<file path="config.mk">
export PLATFORM = sky130hd
export DESIGN_NAME = pipeline_run_ctrl
export DESIGN_NICKNAME = d
export VERILOG_FILES = /design/src/rtl/pipeline_run_ctrl.sv
export SDC_FILE = /design/constraint.sdc
export NUM_CORES = 1
export LEC_CHECK = 0
export CORE_UTILIZATION = 30
export CTS_CLUSTER_DIAMETER = 100
export DETAILED_ROUTE_END_ITERATION = 6
export PLACE_DENSITY = 0.55
export SLEW_MARGIN = 40
export SYNTH_ARGS = -nofsm -noshare
export SYNTH_HDL_FRONTEND = slang
export SYNTH_SLANG_ARGS = --single-unit
</file>
<file path="constraint.sdc">
create_clock -name clk -period 3.4 [get_ports clk]
set_clock_uncertainty 0.05 [all_clocks]
set_input_delay 1.02 -clock clk [delete_from_list [all_inputs] [get_ports clk]]
set_output_delay 1.02 -clock clk [all_outputs]
set_load 0.01 [all_outputs]
</file>
<file path="src/rtl/pipeline_run_ctrl.sv">
// Run/step sequencer for the five-stage pipeline: drives the stage-latch enables,
// drains in-flight instructions after HALT and counts executed cycles.
// Optional RUN watchdog is compiled in when RUN_CTRL_WATCHDOG_EN is defined.
module pipeline_run_ctrl #(
   parameter int          DRAIN_CYCLES = 4,
   parameter int          CYCLE_W      = 32,
   parameter logic [31:0] MAX_CYCLES   = 32'd1_000_000
) (
   input  logic               clk,
   input  logic               reset,
   input  logic               cmd_valid,
   output logic               cmd_ready,
   input  logic [1:0]         cmd_code,
   input  logic               halt_instr,
   output logic               enable,
   output logic               enablePc,
   output logic [2:0]         state,
   output logic [CYCLE_W-1:0] cycle_count,
   output logic               done,
   output logic               timeout
);

   typedef enum logic [2:0] {
      ST_IDLE   = 3'd0,
      ST_RUN    = 3'd1,
      ST_STEP   = 3'd2,
      ST_DRAIN  = 3'd3,
      ST_HALTED = 3'd4
   } state_t;

   localparam logic [1:0] CMD_RUN   = 2'b01;
   localparam logic [1:0] CMD_STEP  = 2'b10;
   localparam logic [1:0] CMD_PAUSE = 2'b11;

   localparam logic [3:0]         DRAIN_LOAD = 4'(DRAIN_CYCLES);
   localparam logic [CYCLE_W-1:0] COUNT_ONE  = CYCLE_W'(1);
   localparam logic [CYCLE_W-1:0] COUNT_MAX  = '1;

   state_t     cur_state;
   state_t     nxt_state;
   logic [3:0] drain_cnt;
   logic       accept;
   logic       wd_hit;

   assign accept = cmd_valid & cmd_ready;
   assign state  = cur_state;

   // State register plus the drain, cycle and done bookkeeping that follows it
   always_ff @(posedge clk) begin
      if (reset) begin
         cur_state   <= ST_IDLE;
         drain_cnt   <= 4'd0;
         cycle_count <= '0;
         done        <= 1'b0;
      end else begin
         cur_state <= nxt_state;
         done      <= (nxt_state == ST_HALTED) && (cur_state != ST_HALTED);
         if (enablePc && (cycle_count != COUNT_MAX)) begin
            cycle_count <= cycle_count + COUNT_ONE;
         end
         if ((nxt_state == ST_DRAIN) && (cur_state != ST_DRAIN)) begin
            drain_cnt <= DRAIN_LOAD;
         end else if (cur_state == ST_DRAIN) begin
            drain_cnt <= drain_cnt - 4'd1;
         end
      end
   end

`ifdef RUN_CTRL_WATCHDOG_EN
   logic [31:0] wd_cnt;

   assign wd_hit = (wd_cnt == (MAX_CYCLES - 32'd1));

   // Counts consecutive RUN cycles; a HALT in the same cycle outranks the timeout
   always_ff @(posedge clk) begin
      if (reset) begin
         wd_cnt  <= 32'd0;
         timeout <= 1'b0;
      end else begin
         if ((nxt_state == ST_RUN) && (cur_state != ST_RUN)) begin
            wd_cnt <= 32'd0;
         end else if (cur_state == ST_RUN) begin
            wd_cnt <= wd_cnt + 32'd1;
         end
         if ((cur_state == ST_RUN) && wd_hit && !halt_instr) begin
            timeout <= 1'b1;
         end
      end
   end
`else
   assign wd_hit  = 1'b0;
   assign timeout = 1'b0;
`endif

   // Next-state decode; halt_instr only matters while the PC is advancing
   always_comb begin
      nxt_state = cur_state;
      case (cur_state)
         ST_IDLE: begin
            if (accept && (cmd_code == CMD_RUN)) begin
               nxt_state = ST_RUN;
            end else if (accept && (cmd_code == CMD_STEP)) begin
               nxt_state = ST_STEP;
            end
         end
         ST_RUN: begin
            if (halt_instr) begin
               nxt_state = ST_DRAIN;
            end else if (wd_hit) begin
               nxt_state = ST_IDLE;
            end else if (accept && (cmd_code == CMD_PAUSE)) begin
               nxt_state = ST_IDLE;
            end
         end
         ST_STEP: begin
            nxt_state = halt_instr ? ST_DRAIN : ST_IDLE;
         end
         ST_DRAIN: begin
            if (drain_cnt == 4'd1) begin
               nxt_state = ST_HALTED;
            end
         end
         ST_HALTED: begin
            nxt_state = ST_HALTED;
         end
         default: begin
            nxt_state = ST_IDLE;
         end
      endcase
   end

   // Outputs come from the state register alone, so inputs never reach them combinationally
   always_comb begin
      enable    = 1'b0;
      enablePc  = 1'b0;
      cmd_ready = 1'b0;
      case (cur_state)
         ST_IDLE: begin
            cmd_ready = 1'b1;
         end
         ST_RUN: begin
            enable    = 1'b1;
            enablePc  = 1'b1;
            cmd_ready = 1'b1;
         end
         ST_STEP: begin
            enable   = 1'b1;
            enablePc = 1'b1;
         end
         ST_DRAIN: begin
            enable = 1'b1;
         end
         ST_HALTED: begin
            cmd_ready = 1'b1;
         end
         default: begin
            cmd_ready = 1'b0;
         end
      endcase
   end

endmodule

</file>
==> qor.txt, run 1 <==
Post-DRT Antenna Nets: 0
CP endpoint kind: output pin
peak supply drop: 0.2392 mV
hold violation count in the final report: 0
Max FO, Critical Path: 6
setup ws final: 546.0 ps
CP startpoint: state[0]
Adder-Cell Fraction of Synth Area: 0.01869
Cells after Synth: 236
PortBufs: 44
Yosys warnings: 0
GRT Util Overall: 0.1388
first-pass GRT wire length: 7.810 mm
flops & latches, synth: 40
clock sinks: 40
Post-Syn Area per Cell: 8.509 um^2
Num CTS Buffers: 5
Area Overhead vs Synth: 28.47%
CTS tree: yes
XOR/XNOR Fraction of Synth Area: 0.02617
ys async rst share: 0
Setup Crit Path Kind: reg2out
share of the synthesized area in the top cell type: 0.3988
Final GP Congestion: 0.7815
ys flop type: dfxtp_1
outcome: complete, but fails checks
row cnt: 29
top-level I/O count: 46
Pleak: 0.7735 nW
clock transition at the registers of the reported paths: 70 ps
Die W: 83.82 um
synth top area cells: dfxtp_1 40%, a21oi_1 7.5%, or3_1 5.3%
layout cells sized above 1: 0.07143
Root Driver: clkbuf_8
post-synthesis sequential area ratio: 0.3988
htree depth: 2
placeable core area: 6422 um^2
Antenna Cells: 0
Synthesized Nets: 245
Arr. time, crit path: 1780 ps
Final setup viols: 0
post-cts gate resize count: 0
worst slew pin tran: 741.8 ps
clock insertion delay at the later pin of the skew report: 290 ps
r2r setup slk: 1290 ps
Post-CTS Setup Bufs: 0
MaxCap Viol Count: 0
Vias: 1888
Hold Path Origin: cycle_count[6]
Die Ht: 83.82 um
Detailed Place HPWL: 3.329 mm
FF-to-FF Start: cycle_count[2]
Placed Area: 2502 um^2
largest family of logic cells by synthesized area: simple AND/OR/NAND/NOR gates
gr ovfl total: 0
post-synthesis cell type count: 42
Post-synth EDFFs: 0
post-synthesis compound-gate area fraction: 0.1900
post-route cell area: 2580 um^2
Via density: 5.289
pins over their slew limit: 0
wire per inst: 13.15 um
WL final: 4.695 mm
Total Nets Final: 289
Tcrit/Tclk final: 0.8394
Max-slew headroom: 0.5033
synthesized area: 2008 um^2
Die ar.: 7025 um^2
initial antenna violation count: 0
PwrDens: 365.3 nW/um^2
Fin Hold WS: 453.4 ps
final core utilization: 0.4017
vias in the first global route: 1678
post-synthesis mux area share: 0.02181
Synth area leader: dfxtp_1
failing checks: design-rule violations
DRT Pass-1 Iters: 6
RSZ-0062 raised after global routing: false
DR iter-0 viols: 103
Max Root-Sink Buffers: 2
Final TNS setup: 0 ps
Post-route DRC: 4
pin count of the biggest net entering global routing: 24
Hold Path Class: reg2reg
cts hold-fix bufs: 0
fin crit period: 2854 ps
CP startpoint kind: register
f_max: 0.3504 GHz
Placement Setup Slack: 856.8 ps
Synth Area in Simple Gates: 0.3028
Worst EP required: 2330 ps
Initial Utilization: 0.3127
[cell type report]
cell class	instances	area, um^2
inverters	4	15.01
clock buffers	6	72.57
multi-input cells	182	1127
flip-flops and latches	40	800.8
repair buffers	47	462.9
clock inverters	1	5.005
well taps	77	96.34
fillers	654	3842
[metal layers]
| metal | wire length [um] | vias to the layer above | track usage |
|---|---|---|---|
| li1 | - | 973 | - |
| met1 | 2350 | 877 | 0.1801 |
| met2 | 2079 | 30 | 0.2176 |
| met3 | 193 | 8 | 0.03561 |
| met4 | 72 | 0 | 0.05956 |
| met5 | 0 | - | 0 |
[Yosys cell counts, types with 2 or more instances]
library cell	n
buf_4	4
nor3_1	4
xor2_1	2
o31ai_1	5
ha_1	3
nor2_1	16
clkbuf_1	2
mux2_2	3
nor2b_1	3
xnor2_1	4
or3_2	3
nand3_1	8
nand2_1	15
and4_1	5
and4_2	2
or4_1	5
and3_1	3
inv_1	4
dfxtp_1	40
a211oi_1	2
a21oi_1	30
o21ai_0	20
or3_1	17
nor4_1	3
nand4_1	13
and2_1	4
[kinds of logic after synthesis]
family	after synthesis
simple gates	104
compound gates	64
flops	40
buf+inv	14
xor+xnor	6
mux	4
fa+ha+maj	3
other cells	1
[critical path, cell delays in order, from the launching register on]
cell	delay, ps
dfxtp_1	430
xnor2_1	190
nor2_1	280
clkdlybuf4s50_1	600
[cell usage in the layout, fill, tap and decap left out, types with 2 or more instances in the layout]
master	netlist	routed
or4_1	5	5
clkdlybuf4s50_1	0	44
and4_1	5	5
dfxtp_1	40	40
xnor2_1	4	4
nor2b_1	3	3
or3_1	17	17
and2_1	4	4
clkbuf_8	0	5
nand2_1	15	15
and4_2	2	2
buf_4	4	3
or3_2	3	3
nor3_1	4	4
mux2_2	3	3
nor2_1	16	16
ha_1	3	3
nand3_1	8	8
xor2_1	2	2
a211oi_1	2	2
a21oi_1	30	30
and3_1	3	3
o21ai_0	20	20
inv_1	4	4
o31ai_1	5	5
nor4_1	3	3
nand4_1	13	13
[report_power, final]
part / internal [W] / switching [W]
clock network: 0.000140 / 0.000160
logic: 0.0000657 / 0.0000790
registers: 0.000482 / 0.0000161
[registers in the layout, summed over array words and instances (netlist names)]
name and cells:
done 1, drain_cnt 4, state 3, cycle_count 32
[metrics by stage]
stage	power, W	instances
finish	0.0009424	357
global route	0.0009878	357
CTS	0.0009540	357
detailed placement	0.0006533	350
global placement	0.0006531	350
floorplan	0.0005972	236
[worst paths after layout]
check,to,cells after the start
min,cycle_count[6],2
min reg2reg,cycle_count[6],2
max,enablePc,3
max reg2reg,cycle_count[21],5
(Power assumes the default switching activity.)
==> run 2: changes to the inputs <==
==> constraint.sdc (replaced) <==
create_clock -name clk -period 2.7 [get_ports clk]
set_clock_uncertainty 0.05 [all_clocks]
set_input_delay 0.81 -clock clk [delete_from_list [all_inputs] [get_ports clk]]
set_output_delay 0.81 -clock clk [all_outputs]
set_load 0.01 [all_outputs]
==> qor.txt, run 2 (same netlist as run 1, synthesis figures left out) <==
outcome: complete, but fails checks
failing checks: design-rule violations
Total Nets Final: 289 (unchanged)
PortBufs: 44 (unchanged)
clock insertion delay at the later pin of the skew report: 290 ps (about the same)
MaxCap Viol Count: 0 (unchanged)
gr ovfl total: 0 (unchanged)
f_max: 0.3839 GHz
max reg flops: 32 (unchanged)
slowest stage delay, CP: 510 ps (-90 ps)
fin crit period: 2605 ps
Num CTS Buffers: 5 (unchanged)
CP endpoint kind: output pin
Root Driver: clkbuf_8
DRT Pass-1 Iters: 6 (unchanged)
Final TNS setup: 0 ps (unchanged)
initial antenna violation count: 0 (unchanged)
FILL cells: 673 (+2.9%)
pins over their slew limit: 0 (unchanged)
post-cts gate resize count: 0 (unchanged)
Post-DRT Antenna Nets: 0 (unchanged)
Post-route DRC: 4 (unchanged)
Worst EP required: 1840 ps (-490 ps)
Max-slew headroom: 0.5210 (+0.01765)
Die W: 83.82 um (unchanged)
Detailed Place HPWL: 3.318 mm (-0.32%)
clock transition at the registers of the reported paths: 80 ps (about the same)
worst slew pin tran: 715.4 ps (-26.36 ps)
CTS tree: yes
vias in the first global route: 1743 (+3.9%)
top-level I/O count: 46 (unchanged)
Vias: 1914 (+1.4%)
Hold Path Class: reg2reg
Die ar.: 7025 um^2 (unchanged)
Post-CTS Setup Bufs: 0 (unchanged)
cts hold-fix bufs: 0 (unchanged)
peak supply drop: 0.1907 mV (-20%)
FF/Latch Area: 800.8 um^2 (unchanged)
layout cells sized above 1: 0.07473 (+0.003305)
met2 wire len: 2.085 mm (+0.29%)
Setup Crit Path Kind: reg2out
Final setup viols: 0 (unchanged)
Met3 Routed Length: 236 um (+22%)
Max FO, Critical Path: 6 (unchanged)
clock sinks: 40 (unchanged)
Final GP Congestion: 0.7628 (-2.4%)
Fin Hold WS: 449.9 ps (-3.491 ps)
Die Ht: 83.82 um (unchanged)
Initial Utilization: 0.3127 (unchanged)
htree depth: 2 (unchanged)
hold violation count in the final report: 0 (unchanged)
Via density: 5.346 (+1.1%)
placeable core area: 6422 um^2 (unchanged)
first-pass GRT wire length: 8.107 mm (+3.8%)
commonest non-fill, non-tap cell in the layout: clkdlybuf4s50_1
CP max stage cell: clkdlybuf4s50_1
wire per inst: 13.06 um (-0.66%)
CP startpoint kind: register
Area Overhead vs Synth: 29.22%
Multi-input gate area: 1130 um^2 (+0.22%)
RSZ-0062 raised after global routing: false
worst-path cell chain: xnor2_1, nor2_2, clkdlybuf4s50_1
pin count of the biggest net entering global routing: 24 (unchanged)
Pleak: 0.7778 nW (+0.56%)
WL final: 4.677 mm (-0.38%)
Arr. time, crit path: 1750 ps (-30 ps)
Antenna Cells: 0 (unchanged)
Top Metal Used: met4
GRT Util Overall: 0.1416 (+0.002790)
DR iter-0 viols: 106 (+2.9%)
row cnt: 29 (unchanged)
wire length on met1: 2.287 mm (-2.7%)
commonest non-fill, non-tap cells in the layout: 44 x clkdlybuf4s50_1, 40 x dfxtp_1, 30 x a21oi_1
Max Root-Sink Buffers: 2 (unchanged)
Tcrit/Tclk final: 0.9649
Most flops, register: cycle_count
PwrDens: 469.4 nW/um^2 (+28%)
==> run 2: critical path: cells and delay by family (launching register included) <==
kind	cells	cell delay, ps
buffers and inverters	1	510
AND/OR/NAND/NOR	1	120
flip-flops	1	370
XOR/XNOR	1	460
==> run 2: worst paths after layout <==
path                                   endpoint  slack (ps)  cells past startpoint           start
worst max-delay path                   enablePc          90                      3        state[0]
worst min-delay path             cycle_count[6]         450                      2  cycle_count[6]
worst max register to register  cycle_count[19]         560                      6  cycle_count[0]
worst min register to register   cycle_count[6]         450                      2  cycle_count[6]
==> run 2: stage by stage <==
stage               setup slack [ps]  utilization  instances  power [W]  area, um^2
floorplan                      678.1            -        236  0.0007520        2008
global placement               424.7       0.3896        350  0.0008221        2502
detailed placement             398.4       0.3896        350  0.0008224        2502
CTS                            49.91       0.4037        358   0.001231        2592
global route                   22.47       0.4041        358   0.001282        2595
finish                         94.90       0.4041        358   0.001218        2595
==> run 2: layout make-up <==
cell class,instances,area share
inverter,4,0.005786
tap,77,0.03713
timing repair buffer,47,0.1784
sequential,40,0.3086
clock buffer,8,0.03472
multi-input combinational,182,0.4354
==> run 2: per-layer routing <==
metal	vias up	track usage
li1	978	-
met1	891	0.1864
met2	38	0.2213
met3	7	0.03759
met4	0	0.05329
met5	-	0
==> run 2: power breakdown <==
group / internal [W] / switching, W / total [W] / leakage [nW]
Clock: 0.000208 / 0.000199 / 0.000408 / 0.0455
Combinational: 0.0000832 / 0.0000997 / 0.000183 / 0.409
Sequential: 0.000607 / 0.0000209 / 0.000628 / 0.323
Total: 0.000898 / 0.000320 / 0.00122 / 0.778
==> run 3: changes to the inputs <==
--- a/config.mk
+++ b/config.mk
@@ -5,10 +5,12 @@
 export SDC_FILE = /design/constraint.sdc
 export NUM_CORES = 1
 export LEC_CHECK = 0
-export CORE_UTILIZATION = 30
+export CELL_PAD_IN_SITES_DETAIL_PLACEMENT = 2
+export CELL_PAD_IN_SITES_GLOBAL_PLACEMENT = 2
+export CORE_UTILIZATION = 29
 export CTS_CLUSTER_DIAMETER = 100
 export DETAILED_ROUTE_END_ITERATION = 6
-export PLACE_DENSITY = 0.55
+export PLACE_DENSITY = 0.82
 export SLEW_MARGIN = 40
 export SYNTH_ARGS = -nofsm -noshare
 export SYNTH_HDL_FRONTEND = slang
==> qor.txt, run 3 (same netlist as run 1, synthesis figures left out) <==
Max Root-Sink Buffers: 2 (unchanged)
Antenna Cells: 0 (unchanged)
delay-heaviest family, CP: buffers and inverters
Most flops, register: cycle_count
Max FO, Critical Path: 6 (unchanged)
max reg flops: 32 (unchanged)
Final setup viols: 0 (unchanged)
worst-path cell chain: xnor2_2, nor2_2, clkdlybuf4s50_1
vias in the first global route: 2135 (+22%)
GRT Util Overall: 0.1749 (+0.03329)
first-pass GRT wire length: 10.11 mm (+25%)
FF/Latch Area: 800.8 um^2 (unchanged)
row cnt: 29 (unchanged)
htree depth: 2 (unchanged)
Via density: 5.631 (+5.3%)
pins over their slew limit: 0 (unchanged)
gr ovfl total: 0 (unchanged)
Die W: 85.22 um (+1.7%)
Pleak: 0.7898 nW (+1.5%)
Power, Total: 0.001243 W (+2.0%)
clock insertion delay at the later pin of the skew report: 290 ps (about the same)
Detailed Place HPWL: 4.402 mm (+33%)
top-level I/O count: 46 (unchanged)
FILL cells: 738 (+9.7%)
Vias: 2027 (+5.9%)
Worst EP required: 1840 ps (about the same)
PortBufs: 44 (unchanged)
Tcrit/Tclk final: 0.9422 (-0.02263)
Area Overhead vs Synth: 30.34%
Worst setup endpoint: enablePc
RSZ-0062 raised after global routing: false
WL final: 6.061 mm (+30%)
clock sinks: 40 (unchanged)
Post-route DRC: 0 (-4)
Die Ht: 85.22 um (+1.7%)
f_max: 0.3931 GHz (+2.4%)
r2r setup slk: 560 ps (about the same)
Post-CTS Setup Bufs: 0 (unchanged)
commonest non-fill, non-tap cells in the layout: 44 x clkdlybuf4s50_1, 40 x dfxtp_1, 30 x a21oi_1
WP depth: 3 (unchanged)
Initial Utilization: 0.3075 (-0.005211)
wire per inst: 16.84 um (+29%)
Total Nets Final: 291 (+0.69%)
Post-DRT Antenna Nets: 0 (unchanged)
Num CTS Buffers: 5 (unchanged)
Hold Path Class: reg2reg
slowest stage delay, CP: 570 ps (+60 ps)
initial antenna violation count: 0 (unchanged)
Buf+Inv Stages, Crit Path: 1 (unchanged)
Die ar.: 7262 um^2 (+3.4%)
outcome: complete, no violations
CP startpoint: state[0]
commonest non-fill, non-tap cell in the layout: clkdlybuf4s50_1
hold violation count in the final report: 0 (unchanged)
fin crit period: 2544 ps (-61.10 ps)
R2R cell count: 7 (+1)
clock transition at the registers of the reported paths: 80 ps (about the same)
placeable core area: 6531 um^2 (+1.7%)
pin count of the biggest net entering global routing: 24 (unchanged)
Max-slew headroom: 0.6533 (+0.1324)
Arr. time, crit path: 1680 ps (-70 ps)
Final GP Congestion: 0.7373 (-3.3%)
worst reg2reg path endpoint: cycle_count[11]
Final TNS setup: 0 ps (unchanged)
DR iter-0 viols: 84 (-21%)
CP startpoint kind: register
PwrDens: 474.7 nW/um^2 (+1.1%)
Root Driver: clkbuf_8
DRT Pass-1 Iters: 4 (-2)
worst slew pin tran: 519.3 ps (-196.1 ps)
peak supply drop: 0.2669 mV (+40%)
CTS tree: yes
Multi-input gate area: 1137 um^2 (+0.66%)
FF-to-FF Start: cycle_count[0]
CP endpoint kind: output pin
layout cells sized above 1: 0.08481 (+0.01007)
cts hold-fix bufs: 0 (unchanged)
MaxCap Viol Count: 0 (unchanged)
CP max stage cell: clkdlybuf4s50_1
Setup Crit Path Kind: reg2out
run 3: cell count changes in the layout (fill, tap and decap cells not counted):
cell	change
xnor2_2	+1
xnor2_1	-1
buf_4	+2
run 3: metrics by stage:
| stage | cell area [um^2] | hold slack (ps) | instances | setup WS, ps | utilization |
|---|---|---|---|---|---|
| after floorplan | 2008 | 426.4 | 236 | 678.1 | - |
| after global placement | 2517 | 437.6 | 352 | 421.4 | 0.3854 |
| after detailed placement | 2517 | 460.2 | 352 | 378.9 | 0.3854 |
| after CTS | 2608 | 471.5 | 360 | 12.75 | 0.3992 |
| after global routing | 2618 | 512.5 | 360 | 57.13 | 0.4008 |
| final | 2618 | 464.6 | 360 | 156.0 | 0.4008 |
run 3: what timing repair did:
| action | CTS | global route |
|---|---|---|
| endpoints found under the hold margin | 0 | 0 |
| gates resized for setup | 0 | 2 |
| endpoints found under the setup margin | 0 | 1 |
run 3: where the power goes:
part	total [W]	switching (W)	internal, W
Combinational	0.000197	0.000109	0.0000876
Sequential	0.000631	0.0000242	0.000606
Clock	0.000415	0.000206	0.000209
Total	0.00124	0.000340	0.000903
run 3: layout make-up:
| cell class | instances | area share |
|---|---|---|
| Timing Repair Buffer | 49 | 0.1826 |
| Tap cell | 77 | 0.03681 |
| Inverter | 4 | 0.005736 |
| Sequential cell | 40 | 0.3059 |
| Multi-Input combinational cell | 182 | 0.4345 |
| Clock buffer | 8 | 0.03442 |
run 3: worst min path at each step:
stage	start	to	slack, ps	cells after the start
final	cycle_count[6]	cycle_count[6]	460	2
after global routing	cycle_count[5]	cycle_count[5]	510	2
after CTS	cycle_count[6]	cycle_count[6]	470	2
after detailed placement	cycle_count[6]	cycle_count[6]	460	2
after global placement	cycle_count[6]	cycle_count[6]	440	2
after floorplan	drain_cnt[2]	drain_cnt[2]	430	1
run 3: worst reg2reg max path, cell delays in order, from the launching register on:
cell     delay, ps
dfxtp_1        410
ha_1           230
and3_1         170
nand4_1        210
o31ai_2        310
buf_4          280
nor4_1          80
mux2_2         290
run 3: routing by layer:
| metal | vias up | GRT usage | share of wire |
|---|---|---|---|
| met5 | - | 0 | 0 |
| li1 | 983 | - | - |
| met4 | 0 | 0.04777 | 0.011 |
| met3 | 9 | 0.03405 | 0.034 |
| met1 | 1000 | 0.2139 | 0.46 |
| met2 | 35 | 0.3123 | 0.49 |
